**src/rtl/mem_rw_bank_arb_pkg.sv**
```systemverilog
// Shared types and constants for the single-bank read/write arbiter.
// Optional feature macro: MEM_RW_BANK_ARB_RSP_REG_EN (adds a response register stage).

package mem_rw_bank_arb_pkg;

  // Which requester port a granted access belongs to.
  typedef enum logic {
    PortRd = 1'b0,
    PortWr = 1'b1
  } port_sel_e;

  // One response-tracking entry travelling alongside the SRAM access.
  typedef struct packed {
    logic      valid;
    port_sel_e port;
  } rsp_tag_t;

  // Deepest SRAM read latency the response tracker supports.
  localparam int unsigned MaxSramLatency = 4;

  // Empty tracking entry used for reset and idle cycles.
  localparam rsp_tag_t TagIdle = '{valid: 1'b0, port: PortRd};

  // Keeps the tracker depth inside the supported 1..MaxSramLatency window.
  function automatic int unsigned clamp_latency(input int unsigned lat);
    if (lat < 32'd1) begin
      return 32'd1;
    end else if (lat > MaxSramLatency) begin
      return MaxSramLatency;
    end else begin
      return lat;
    end
  endfunction

  // Port that gets priority after the given port has been served.
  function automatic port_sel_e other_port(input port_sel_e p);
    if (p == PortRd) begin
      return PortWr;
    end else begin
      return PortRd;
    end
  endfunction

  // Builds a tracking entry for a granted (or idle) cycle.
  function automatic rsp_tag_t make_tag(input logic valid, input port_sel_e port);
    rsp_tag_t t;
    t.valid = valid;
    t.port  = port;
    return t;
  endfunction

endpackage

```
**src/rtl/mem_rw_bank_arb_rsp_pipe.sv**
```systemverilog
// Response tracker: a delay line of {valid, port} tags matching the SRAM read
// latency, steering the SRAM read data back to the port that issued the access.
// Optional feature macro: MEM_RW_BANK_ARB_RSP_REG_EN (registers rvalid/rdata).

module mem_rw_bank_arb_rsp_pipe
  import mem_rw_bank_arb_pkg::*;
#(
  parameter int unsigned Depth     = 1,
  parameter int unsigned DataWidth = 64
) (
  input  logic                 clk,
  input  logic                 rst_n,
  input  rsp_tag_t             tag,
  input  logic [DataWidth-1:0] sram_rdata,
  output logic                 rd_rvalid,
  output logic                 wr_rvalid,
  output logic [DataWidth-1:0] rdata
);

  rsp_tag_t stages [Depth];
  rsp_tag_t tail;
  logic     tail_rd;
  logic     tail_wr;

  // Shift the tag of every cycle down the line; reset drops in-flight entries.
  always_ff @(posedge clk or negedge rst_n) begin
    if (!rst_n) begin
      for (int i = 0; i < int'(Depth); i++) begin
        stages[i] <= TagIdle;
      end
    end else begin
      stages[0] <= tag;
      for (int i = 1; i < int'(Depth); i++) begin
        stages[i] <= stages[i-1];
      end
    end
  end

  assign tail = stages[Depth-1];

  // Decode the tail entry into a per-port response strobe.
  always_comb begin
    tail_rd = 1'b0;
    tail_wr = 1'b0;
    if (tail.valid) begin
      if (tail.port == PortWr) begin
        tail_wr = 1'b1;
      end else begin
        tail_rd = 1'b1;
      end
    end else begin
      tail_rd = 1'b0;
      tail_wr = 1'b0;
    end
  end

`ifdef MEM_RW_BANK_ARB_RSP_REG_EN
  logic                 rd_rvalid_q;
  logic                 wr_rvalid_q;
  logic [DataWidth-1:0] rdata_q;

  // Extra response stage: adds one cycle of latency in exchange for a clean
  // register boundary on the response path.
  always_ff @(posedge clk or negedge rst_n) begin
    if (!rst_n) begin
      rd_rvalid_q <= 1'b0;
      wr_rvalid_q <= 1'b0;
      rdata_q     <= '0;
    end else begin
      rd_rvalid_q <= tail_rd;
      wr_rvalid_q <= tail_wr;
      rdata_q     <= sram_rdata;
    end
  end

  assign rd_rvalid = rd_rvalid_q;
  assign wr_rvalid = wr_rvalid_q;
  assign rdata     = rdata_q;
`else
  // Without the extra stage the SRAM data is passed straight through; it is
  // only meaningful while one of the rvalid strobes is high.
  assign rd_rvalid = tail_rd;
  assign wr_rvalid = tail_wr;
  assign rdata     = sram_rdata;
`endif

endmodule

```
**src/rtl/mem_rw_bank_arb.sv**
```systemverilog
// Single-bank arbiter merging one read-side and one write-side memory port onto
// a single-port SRAM bank. Round-robin between the two ports on conflict; the
// fixed-latency SRAM response is routed back to the port that was granted.
// Optional feature macro: MEM_RW_BANK_ARB_RSP_REG_EN (response register stage,
// latency SramLatency+1).

module mem_rw_bank_arb
  import mem_rw_bank_arb_pkg::*;
#(
  parameter int unsigned AddrWidth   = 32,
  parameter int unsigned DataWidth   = 64,
  parameter int unsigned SramLatency = 1,
  parameter type addr_t = logic [AddrWidth-1:0],
  parameter type data_t = logic [DataWidth-1:0],
  parameter type strb_t = logic [DataWidth/8-1:0]
) (
  input  logic  clk_i,
  input  logic  rst_ni,
  // read-side requester
  input  logic  rd_req_i,
  output logic  rd_gnt_o,
  input  addr_t rd_addr_i,
  input  data_t rd_wdata_i,
  input  strb_t rd_strb_i,
  input  logic  rd_we_i,
  output logic  rd_rvalid_o,
  output data_t rd_rdata_o,
  // write-side requester
  input  logic  wr_req_i,
  output logic  wr_gnt_o,
  input  addr_t wr_addr_i,
  input  data_t wr_wdata_i,
  input  strb_t wr_strb_i,
  input  logic  wr_we_i,
  output logic  wr_rvalid_o,
  output data_t wr_rdata_o,
  // SRAM bank
  output logic  sram_req_o,
  output logic  sram_we_o,
  output addr_t sram_addr_o,
  output data_t sram_wdata_o,
  output strb_t sram_be_o,
  input  data_t sram_rdata_i
);

  localparam int unsigned Depth = clamp_latency(SramLatency);

  port_sel_e prio_q;
  port_sel_e prio_d;
  port_sel_e gnt_port;
  rsp_tag_t  rsp_tag;
  data_t     rdata;

  // Priority register: remembers which port wins the next conflict.
  always_ff @(posedge clk_i or negedge rst_ni) begin
    if (!rst_ni) begin
      prio_q <= PortRd;
    end else begin
      prio_q <= prio_d;
    end
  end

  // Next priority: hand priority to the port that was not served; hold when idle.
  always_comb begin
    prio_d = prio_q;
    if (rd_gnt_o) begin
      prio_d = other_port(PortRd);
    end else if (wr_gnt_o) begin
      prio_d = other_port(PortWr);
    end else begin
      prio_d = prio_q;
    end
  end

  // Grant decode: a lone requester always wins, a conflict goes to prio_q.
  always_comb begin
    rd_gnt_o = 1'b0;
    wr_gnt_o = 1'b0;
    case ({rd_req_i, wr_req_i})
      2'b10: rd_gnt_o = 1'b1;
      2'b01: wr_gnt_o = 1'b1;
      2'b11: begin
        if (prio_q == PortWr) begin
          wr_gnt_o = 1'b1;
        end else begin
          rd_gnt_o = 1'b1;
        end
      end
      default: begin
        rd_gnt_o = 1'b0;
        wr_gnt_o = 1'b0;
      end
    endcase
  end

  // Steer the granted port's request onto the SRAM; read side is the idle default.
  always_comb begin
    sram_req_o   = rd_gnt_o | wr_gnt_o;
    sram_we_o    = rd_we_i;
    sram_addr_o  = rd_addr_i;
    sram_wdata_o = rd_wdata_i;
    sram_be_o    = rd_strb_i;
    gnt_port     = PortRd;
    if (wr_gnt_o) begin
      sram_we_o    = wr_we_i;
      sram_addr_o  = wr_addr_i;
      sram_wdata_o = wr_wdata_i;
      sram_be_o    = wr_strb_i;
      gnt_port     = PortWr;
    end else begin
      sram_we_o    = rd_we_i;
      sram_addr_o  = rd_addr_i;
      sram_wdata_o = rd_wdata_i;
      sram_be_o    = rd_strb_i;
      gnt_port     = PortRd;
    end
  end

  // Every grant, read or write, is tagged so it yields exactly one response.
  assign rsp_tag = make_tag(sram_req_o, gnt_port);

  mem_rw_bank_arb_rsp_pipe #(
    .Depth     (Depth),
    .DataWidth (DataWidth)
  ) u_rsp_pipe (
    .clk        (clk_i),
    .rst_n      (rst_ni),
    .tag        (rsp_tag),
    .sram_rdata (sram_rdata_i),
    .rd_rvalid  (rd_rvalid_o),
    .wr_rvalid  (wr_rvalid_o),
    .rdata      (rdata)
  );

  // Response data is shared; each port qualifies it with its own rvalid.
  assign rd_rdata_o = rdata;
  assign wr_rdata_o = rdata;

endmodule

```
**config.mk**
```make
export PLATFORM = sky130hd
export DESIGN_NAME = mem_rw_bank_arb
export DESIGN_NICKNAME = d
export VERILOG_FILES = /design/src/rtl/mem_rw_bank_arb_pkg.sv /design/src/rtl/mem_rw_bank_arb_rsp_pipe.sv /design/src/rtl/mem_rw_bank_arb.sv
export SDC_FILE = /design/constraint.sdc
export NUM_CORES = 1
export LEC_CHECK = 0
export BUFFER_PORTS_ARGS = -buffer_cell sky130_fd_sc_hd__buf_2
export CORE_AREA = 2 2 201 203
export CTS_CLUSTER_DIAMETER = 200
export DETAILED_ROUTE_END_ITERATION = 16
export DIE_AREA = 0 0 203 205
export GPL_TIMING_DRIVEN = 1
export PLACE_DENSITY = 0.3
export SYNTH_ARGS = -nofsm -noshare
export SYNTH_HDL_FRONTEND = slang
export SYNTH_SLANG_ARGS = --single-unit
```
**constraint.sdc**
```tcl
create_clock -name clk_i -period 2.2 [get_ports clk_i]
set_clock_uncertainty 0.15 [all_clocks]
set_input_delay 0.44 -clock clk_i [delete_from_list [all_inputs] [get_ports clk_i]]
set_output_delay 0.44 -clock clk_i [all_outputs]
set_load 0.01 [all_outputs]
```
==> metrics.txt, run 1 <==
Detailed Routing Iterations Pass 1=3; cells after synthesis=around 260; Mapped Nets=between 500 and 600; worst slew pin tran=0.2506 ns; total track usage=~5.4%; worst hold path class=in2async; Root Buffer=clkbuf_16; CTS max path bufs=2; Die X=203 um; Worst Hold Margin=a little over 0.4 ns; fin crit share=101.6%; crit path max fanout=15; mux contribution to synthesized area=53.10%; minimum clock period=2.235 ns; via count=2617; layout cells sized above 1=97.60%; Avg Vias per Cell=2.660; status=finished, violations left; ANT nets after route=0; XOR/XNOR Fraction of Synth Area=0%; Setup WS post-layout=-0.03526 ns; DR DRC count=0; Synth Area in Simple Gates=1.250%; initial core utilization=roughly 6.4%; Syn Area/Cell=a little under 10 um2; I/O Pins=about 520; CTS tree=yes; die span in y=a little over 200 um; mapped cell area=between 2000 and 3000 um2; initial DRC count=39; Leakage=between 2 and 3 nW; critical path data required time=between 1.5 and 2 ns; Power Density=about 340 nW/um2; FF+latch count, synth=3; sequential share of the synthesized area=about 3.0%; Clock transition at path regs=0.05 ns; area of the core=~39000 um2; Die ar.=roughly 42000 um2; first-pass GRT wire length=around 16000 um; nets=roughly 740; CTS H-tree lvls=1; largest family of logic cells by synthesized area=multiplexers; wire per inst=12.93 um; area fraction in compound gates after synthesis=less than 1%; YS warnings=0; Post-Layout Cell Count=a little under 1000; setup TNS=-0.8125 ns; worst vdd ir=~0.22 mV; row count=73; Rel. slew slack=between 80 and 90%; failing checks=negative setup slack; Synth Area in Adders=0%; Buffers on Ports=about 320; GPL Wtd Cong=between 0.7 and 0.8; Worst-Skew Late Latency=~0.24 ns; fin. max-slew vios=0; # fillers=between 4000 and 5000; n_diodes=0; dpl ws=-0.06602 ns; TritonCTS buffer count=3; final setup violation count=48; CTS sink count=3; placed cell count=972; largest net degree at the start of global routing=16; max cap viols=0; vias in the first global route=~2700; grt total ovfl=0; drt total wl=approximately 13000 um; P&R area growth vs syn=97.95%; Crit Path Category=reg2out; critical path data arrival time=between 1.5 and 2 ns; crit end category=output port; RSZ-0062 raised after global routing=yes; Worst setup SP type=flop; final hold violation count=0; DP HPWL=between 10000 and 15000 um; initial antenna violation count=1; Yosys cell types=14; Max Clk Rate=~0.45 GHz
[cell type report]
| cell class | count | area, um2 | area share [%] |
|---|---|---|---|
| Timing Repair Buffer | 337 | 2489 | 50.24 |
| Inverter | 2 | 7.507 | 0.1516 |
| Multi-Input combinational cell | 113 | 1647 | 33.24 |
| Tap cell | 525 | 656.9 | 13.26 |
| Clock buffer | 4 | 78.83 | 1.591 |
| Sequential cell | 3 | 75.07 | 1.516 |
[worst paths after layout]
| kind | start | end | slack, ns | depth (start not counted) |
|---|---|---|---|---|
| worst max register to register | prio_q$_DFFE_PN0P_ | u_rsp_pipe.stages[0]$_DFF_PN0_ | 0.90 | 4 |
| min in group clk_i | rd_req_i | u_rsp_pipe.stages[1]$_DFF_PN0_ | 0.42 | 2 |
| worst max-delay path | prio_q$_DFFE_PN0P_ | sram_addr_o[1] | -0.04 | 5 |
| worst min-delay path | rst_ni | u_rsp_pipe.stages[1]$_DFF_PN0_ | 0.42 | 2 |
| max in group asynchronous | rst_ni | u_rsp_pipe.stages[0]$_DFF_PN0_ | 1.31 | 2 |
| worst min register to register | prio_q$_DFFE_PN0P_ | prio_q$_DFFE_PN0P_ | 0.60 | 4 |
[layer usage]
layer | routed length [um] | vias to the layer above | GRT usage (%) | share of wire, %
li1 | - | 1144 | - | -
met1 | 4198 | 1123 | 5.164 | 33
met2 | 6259 | 337 | 9.711 | 49
met3 | 2175 | 13 | 3.961 | 17
met4 | 93 | 0 | 0.4432 | 0.73
met5 | 0 | - | 0 | 0
[cell usage after synthesis]
| library cell | number | area [um2] |
|---|---|---|
| nand2b_1 | 1 | 6.260 |
| or2_2 | 1 | 6.260 |
| nor2b_1 | 1 | 6.260 |
| mux2_2 | 66 | 743.2 |
| buf_6 | 5 | 56.30 |
| a21boi_0 | 1 | 7.510 |
| nand2_2 | 1 | 6.260 |
| and2_1 | 1 | 6.260 |
| dfrtp_1 | 3 | 75.07 |
| o21ai_0 | 1 | 5.000 |
| inv_1 | 2 | 7.510 |
| buf_4 | 128 | 960.9 |
| mux2_4 | 39 | 585.6 |
| buf_2 | 6 | 30.03 |
[through the flow]
step	power [W]	area [um2]	utilization (%)
floorplan	0.0007687	2502	-
global placement	0.0009647	3820	9.703
detailed placement	0.0009577	3820	9.703
CTS	0.001634	4745	12.05
global route	0.001786	4954	12.58
finish	0.001681	4954	12.58
[state kept, by name (all words and copies together) (netlist names)]
signal and cells:
u_rsp_pipe.stages 2, prio_q 1
[layout by cell type, fill, tap and decap left out, types with 2 or more instances in the layout]
master     count
buf_2        223
buf_16         3
nand2_8        2
dfrtp_1        3
clkbuf_16      3
buf_6        101
mux2_4       101
buf_4          3
inv_1          2
buf_12         6
mux2_2         4
[report_power, final]
group | internal (W) | leakage [nW] | switching, W | total [W]
Combinational | 0.000824 | 2.53 | 0.000467 | 0.00129
Clock | 0.000243 | 0.0382 | 0.0000842 | 0.000327
Sequential | 0.0000607 | 0.0346 | 0.00000270 | 0.0000634
[logic make-up after synthesis]
family,count (synthesis)
compound gates,2
buf+inv,141
flops,3
mux,105
simple gates,5
[worst max-delay path, cell delays in order (launching register included)]
cell	delay [ns]
dfrtp_1	0.38
nand2b_4	0.21
nand2_8	0.15
buf_16	0.19
mux2_4	0.33
buf_6	0.12
[repair_timing]
item | CTS | global route
hold endpoints to repair | 3 | 0
endpoints found under the setup margin | 104 | 105
gates cloned | 5 | 0
resized for setup | 117 | 67
pin swaps | 1 | 1
hold buffers | 1 | 0
buffers inserted | 7 | 0
Note: power is estimated with default switching activity, not from simulation.
==> inputs of run 2 (changes only) <==
--- a/config.mk
+++ b/config.mk
@@ -6,12 +6,14 @@
 export NUM_CORES = 1
 export LEC_CHECK = 0
 export BUFFER_PORTS_ARGS = -buffer_cell sky130_fd_sc_hd__buf_2
-export CORE_AREA = 2 2 201 203
-export CTS_CLUSTER_DIAMETER = 200
+export CELL_PAD_IN_SITES_DETAIL_PLACEMENT = 0
+export CELL_PAD_IN_SITES_GLOBAL_PLACEMENT = 1
+export CORE_AREA = 2 2 200 202
+export CTS_CLUSTER_DIAMETER = 40
 export DETAILED_ROUTE_END_ITERATION = 16
-export DIE_AREA = 0 0 203 205
+export DIE_AREA = 0 0 202 204
 export GPL_TIMING_DRIVEN = 1
-export PLACE_DENSITY = 0.3
+export PLACE_DENSITY = 0.41
 export SYNTH_ARGS = -nofsm -noshare
 export SYNTH_HDL_FRONTEND = slang
 export SYNTH_SLANG_ARGS = --single-unit
==> run 2 against run 1 <==
The run still ends with negative setup slack left. Final area decreased by 12%. Largest cell class unchanged. Utilization decreased by 1.4 points. Die area decreased by 0.98%. Critical path type unchanged. Final cell count increased by 0.81%. Non-clock buffer count increased by 7. Sequential share of layout area increased by 0.20 points. Combinational power decreased by 19%. Wire length decreased by 11%. Global-route usage decreased by 0.41 points. Fmax increased by 0.13%. Largest power group unchanged. Clock power decreased by 10%. Sequential power increased by 5.0%.
==> metrics.txt, run 2 (same netlist as run 1, synthesis figures left out) <==
hold path start=rd_req_i; worst vdd ir=0.1768 mV (was 0.2182 mV); Root Buffer=clkbuf_16 (unchanged); final hold violation count=0 (unchanged); initial core utilization=6.386% (was 6.357%); via count=2561 (was 2617); Die X=202 um (was 203 um); CTS max path bufs=2 (unchanged); Largest register FFs=2 (unchanged); largest net degree at the start of global routing=18 (was 16); final setup violation count=60 (was 48); nets=746 (was 738); CP delay by family, top=flip-flops (unchanged); ANT nets after route=0 (unchanged); wire per inst=11.41 um (was 12.93 um); Rel. slew slack=79.52% (was 83.29%); fin crit share=101.5% (was 101.6%); dpl ws=-0.04077 ns (was -0.06602 ns); CTS tree=yes (unchanged); TritonCTS buffer count=3 (unchanged); Worst setup SP type=flop (unchanged); top flop regs=u_rsp_pipe.stages (2), prio_q (1) (unchanged); commonest non-fill, non-tap cell in the layout=buf_2 (unchanged); Worst-Skew Late Latency=0.23 ns (was 0.24 ns); critical path data arrival time=1.64 ns (was 1.65 ns); DR DRC count=0 (unchanged); Critical path buffers and inverters=2 (unchanged); CTS sink count=3 (unchanged); total track usage=4.998% (was 5.406%); layout cells sized above 1=97.86% (was 97.60%); Avg Vias per Cell=2.582 (was 2.660); # fillers=4529 (was 4495); Crit Path Category=reg2out (unchanged); reg-to-reg slack, setup=0.81 ns (was 0.90 ns); n_diodes=0 (unchanged); critical path data required time=1.61 ns (about the same); failing checks=negative setup slack (unchanged); crit path max fanout=14 (was 15); worst flop-to-flop path endpoint=u_rsp_pipe.stages[0]$_DFF_PN0_ (unchanged); Clock transition at path regs=0.03 ns (was 0.05 ns); crit-path max cell delay=0.39 ns (was 0.38 ns); RSZ-0062 raised after global routing=yes (unchanged); P&R area growth vs syn=74.75% (was 97.95%); max cap viols=0 (unchanged); crit end category=output port (unchanged); initial antenna violation count=1 (unchanged); Max Clk Rate=0.4479 GHz (was 0.4474 GHz); vias in the first global route=2696 (was 2719); DP HPWL=9799 um (was 10060 um); Die ar.=41210 um2 (was 41620 um2); Max stage delay cell, worst path=dfrtp_1 (unchanged); fin. max-slew vios=0 (unchanged); setup TNS=-0.7873 ns (was -0.8125 ns); minimum clock period=2.232 ns (was 2.235 ns); critical-path cell list=nand2b_4, nand2_8, buf_12, mux2_2, buf_2 (was nand2b_4, nand2_8, buf_16, mux2_4, buf_6); RR Startpoint=prio_q$_DFFE_PN0P_ (unchanged); CP startpoint=prio_q$_DFFE_PN0P_ (unchanged); worst slew pin tran=0.3039 ns (was 0.2506 ns); status=finished, violations left (unchanged); grt total ovfl=0 (unchanged); Hold Path End=u_rsp_pipe.stages[1]$_DFF_PN0_; area of the core=39180 um2 (was 39370 um2); Power Density=322.7 nW/um2 (was 339.3 nW/um2); Detailed Routing Iterations Pass 1=4 (was 3); GPL Wtd Cong=0.6963 (was 0.7463); drt total wl=11320 um (was 12730 um); Leakage=2.259 nW (was 2.606 nW); Setup WS post-layout=-0.03246 ns (was -0.03526 ns); worst hold path class=in2reg (was in2async); cell depth of the worst flop-to-flop path=5 (was 4); row count=73 (unchanged); most frequent cells in the layout=281 x buf_2, 53 x mux2_2, 52 x mux2_4 (was 223 x buf_2, 101 x mux2_4, 101 x buf_6); first-pass GRT wire length=15350 um (was 16370 um); CTS H-tree lvls=1 (unchanged); hold depth=2; Biggest register=u_rsp_pipe.stages (unchanged); initial DRC count=36 (was 39); die span in y=204 um (was 205 um); Buffers on Ports=323 (unchanged); I/O Pins=516 (unchanged); fin util=11.16% (was 12.58%)
run 2: through the flow:
stage / hold WS (ns) / total power [W] / instances / instance area [um2]
final: 0.4032 / 0.001411 / 992 / 4373
after global routing: 0.4316 / 0.001503 / 992 / 4373
after CTS: 0.4239 / 0.001416 / 991 / 4322
after detailed placement: 0.1260 / 0.0009868 / 982 / 3920
after global placement: 0.1323 / 0.0009919 / 982 / 3920
after floorplan: -0.005591 / 0.0007687 / 256 / 2502
run 2: area by class of cell:
cell class,count,area [um2],area share [%]
multi-input combinational,114,1465,33.51
tap,525,656.9,15.02
clock buffer,4,78.83,1.803
timing repair buffer,344,2090,47.78
sequential,3,75.07,1.717
inverter,2,7.507,0.1717
run 2: power by group:
part / switching, W / internal [W] / total, W
Sequential: 0.00000571 / 0.0000609 / 0.0000666
Combinational: 0.000407 / 0.000643 / 0.00105
Clock: 0.0000548 / 0.000240 / 0.000294
run 2: how the worst max path moves through the flow:
stage | endpoint | slack (ns) | cells after the start
after detailed placement | sram_be_o[3] | -0.04 | 6
after CTS | sram_we_o | -0.11 | 5
final | sram_wdata_o[40] | -0.03 | 5
after floorplan | sram_addr_o[0] | 0.35 | 5
after global placement | sram_be_o[4] | -0.02 | 6
after global routing | sram_wdata_o[29] | -0.12 | 5
run 2: per-layer routing:
metal,vias up,GRT usage [%],part of all wire (%)
li1,1161,-,-
met2,295,8.358,47
met4,0,1.392,1.4
met3,11,2.918,15
met5,-,0,0
met1,1094,5.346,36
run 2: repair_timing:
action                     CTS  global route
setup endpoints to repair  106           105
hold endpoints to repair     3             0
hold buffers                 1             0
buffers inserted             2             1
cloned                       2             0
pin swaps                    1             0
gates resized for setup     50             9
==> inputs of run 3 (changes only) <==
--- a/config.mk
+++ b/config.mk
@@ -14,6 +14,7 @@
 export DIE_AREA = 0 0 202 204
 export GPL_TIMING_DRIVEN = 1
 export PLACE_DENSITY = 0.41
+export REMOVE_ABC_BUFFERS = 1
 export SYNTH_ARGS = -nofsm -noshare
 export SYNTH_HDL_FRONTEND = slang
 export SYNTH_SLANG_ARGS = --single-unit
==> run 3 against run 2 <==
The flow still finishes with violations (negative setup slack). Sequential share of layout area decreased by 0.12 points. Sequential power shrank 3.8%. Worst setup slack worse by 0.057 ns. Critical path depth rose by 1. Combinational power up 15%. Register-to-register slack gained 0.15 ns. Flip-flop and latch count unchanged. First-iteration DRC count increased to 5.1 times the previous value. Hold slack worse by 0.057 ns. Via count rose by 15%. Clock power fell by 1%. Power increased by 11%. Highest routed layer is now met5.
==> metrics.txt, run 3 (same netlist as run 1, synthesis figures left out) <==
status=finished, violations left (unchanged); failing checks=negative setup slack (unchanged); RSZ-0062 raised after global routing=yes (unchanged); DP HPWL=19190 um (was 9799 um); GPL Wtd Cong=0.8119 (was 0.6963); Root Buffer=clkbuf_16 (unchanged); first-pass GRT wire length=26540 um (was 15350 um); critical path data arrival time=1.70 ns (was 1.64 ns); initial antenna violation count=3 (was 1); P&R area growth vs syn=88.25% (was 74.75%); Biggest register=u_rsp_pipe.stages (unchanged); Leakage=2.467 nW (was 2.259 nW); fin crit share=104.1% (was 101.5%); Sequential Power Share=4.1% (was 4.7%); switch share=32.87% (was 33.15%); initial core utilization=6.386% (unchanged); layout cells sized above 1=97.61% (was 97.86%); vias in the first global route=2697 (was 2696); Power, Total=0.001566 W (was 0.001411 W); critical path data required time=1.61 ns (about the same); I/O Pins=516 (unchanged); Placed Area=3825 um2 (was 3920 um2); top flop regs=u_rsp_pipe.stages (2), prio_q (1) (unchanged); CTS tree=yes (unchanged); grt total ovfl=0 (unchanged); CTS max path bufs=2 (unchanged); CP startpoint=prio_q$_DFFE_PN0P_ (unchanged); RR Startpoint=prio_q$_DFFE_PN0P_ (unchanged); Net Sw Power=0.0005148 W (was 0.0004677 W); Power Density=332.5 nW/um2 (was 322.7 nW/um2); n_diodes=0 (unchanged); final hold violation count=0 (unchanged); final instance area=4711 um2 (was 4373 um2); Logic pwr share=77.4% (was 74.4%); largest net degree at the start of global routing=20 (was 18); total track usage=9.824% (was 4.998%); via count=2938 (was 2561); worst slew pin tran=0.1355 ns (was 0.3039 ns); Worst setup SP type=flop (unchanged); nets=739 (was 746); CTS sink count=3 (unchanged); clock power share=18.5% (was 20.9%); crit path max fanout=10 (was 14); drt total wl=22760 um (was 11320 um); TritonCTS buffer count=3 (unchanged); # fillers=4520 (was 4529); final setup violation count=63 (was 60); area of the core=39180 um2 (unchanged); wire per inst=23.11 um (was 11.41 um); worst hold path class=in2reg (unchanged); Buffers on Ports=323 (unchanged); Crit Path Category=reg2out (unchanged); die span in y=204 um (unchanged); Setup WS post-layout=-0.08920 ns (was -0.03246 ns); Avg Vias per Cell=2.983 (was 2.582); Detailed Routing Iterations Pass 1=4 (unchanged); DR DRC count=0 (unchanged); Clock transition at path regs=0.03 ns (about the same); initial DRC count=185 (was 36); fin util=12.02% (was 11.16%); Rel. slew slack=90.89% (was 79.52%); Worst-Skew Late Latency=0.22 ns (was 0.23 ns); ANT nets after route=0 (unchanged); hold path start=rd_req_i (unchanged); CTS H-tree lvls=1 (unchanged); Largest register FFs=2 (unchanged); dpl ws=-0.02708 ns (was -0.04077 ns); Internal=0.001052 W (was 0.0009434 W); Die X=202 um (unchanged); Max Clk Rate=0.4368 GHz (was 0.4479 GHz); fin. max-slew vios=0 (unchanged); minimum clock period=2.289 ns (was 2.232 ns); worst vdd ir=0.1761 mV (was 0.1768 mV); crit end category=output port (unchanged); Die ar.=41210 um2 (unchanged); most frequent cells in the layout=255 x buf_2, 81 x mux2_4, 69 x buf_6 (was 281 x buf_2, 53 x mux2_2, 52 x mux2_4); commonest non-fill, non-tap cell in the layout=buf_2 (unchanged); max cap viols=0 (unchanged); row count=73 (unchanged)
-- run 3: cell types whose count changed in the layout (fill, tap and decap cells not counted), sizes merged --
cell,previous run,this run
buf,343,336
nand2,3,1
clkbuf,4,6
-- run 3: metal layers --
| metal | global-route usage, % | share of wire, % | routed length, um |
|---|---|---|---|
| met1 | 10.41 | 38 | 8714 |
| met2 | 11.65 | 35 | 8002 |
| met3 | 11.93 | 24 | 5399 |
| met4 | 0.9454 | 0.55 | 126 |
| met5 | 9.405 | 2.3 | 517 |
-- run 3: path summary, 6_finish.rpt --
check	to	slack, ns	depth (start not counted)
max reg2reg	u_rsp_pipe.stages[0]$_DFF_PN0_	0.96	4
max in group asynchronous	prio_q$_DFFE_PN0P_	1.39	2
min	u_rsp_pipe.stages[1]$_DFF_PN0_	0.35	2
min in group asynchronous	u_rsp_pipe.stages[1]$_DFF_PN0_	0.41	2
max	sram_addr_o[9]	-0.09	6
min reg2reg	prio_q$_DFFE_PN0P_	0.40	2
-- run 3: critical path, cell delays in order (launching register included) --
cell      delay (ns)
dfrtp_1         0.39
nand2b_4        0.18
nand2_8         0.12
buf_6           0.14
buf_12          0.14
mux2_4          0.34
buf_6           0.14
-- run 3: layout make-up --
cell class	instances	area (um2)	area share, %
Timing Repair Buffer	339	2341	49.69
Multi-Input combinational cell	112	1551	32.93
Tap cell	525	656.9	13.94
Clock buffer	4	78.83	1.673
Sequential cell	3	75.07	1.594
Inverter	2	7.507	0.1594
-- run 3: stage by stage --
| step | cells | TNS [ns] | hold WS [ns] |
|---|---|---|---|
| after CTS | 983 | -3.931 | 0.3424 |
| after global placement | 971 | -0.04264 | 0.09194 |
| after floorplan | 117 | -93.90 | -0.005591 |
| final | 985 | -2.719 | 0.3465 |
| after global routing | 985 | -7.103 | 0.3629 |
| after detailed placement | 971 | -0.05484 | 0.08713 |
-- run 3: power by group through the flow --
stage          clock, W  sequential (W)  combinational, W
2_1_floorplan         0       0.0000634          0.000467
3_3_place_gp          0       0.0000642          0.000910
3_5_place_dp          0       0.0000640          0.000906
4_1_cts        0.000294       0.0000638           0.00109
5_1_grt        0.000299       0.0000649           0.00129
6_report       0.000290       0.0000641           0.00121
-- run 3: timing repair --
| action | 4_1_cts | 5_1_grt |
|---|---|---|
| hold buffers | 1 | 0 |
| setup buffers | 4 | 1 |
| hold endpoints to repair | 3 | 0 |
| endpoints found under the setup margin | 105 | 103 |
| cloned | 3 | 2 |
| resized for setup | 64 | 66 |
| pin swaps | 1 | 0 |
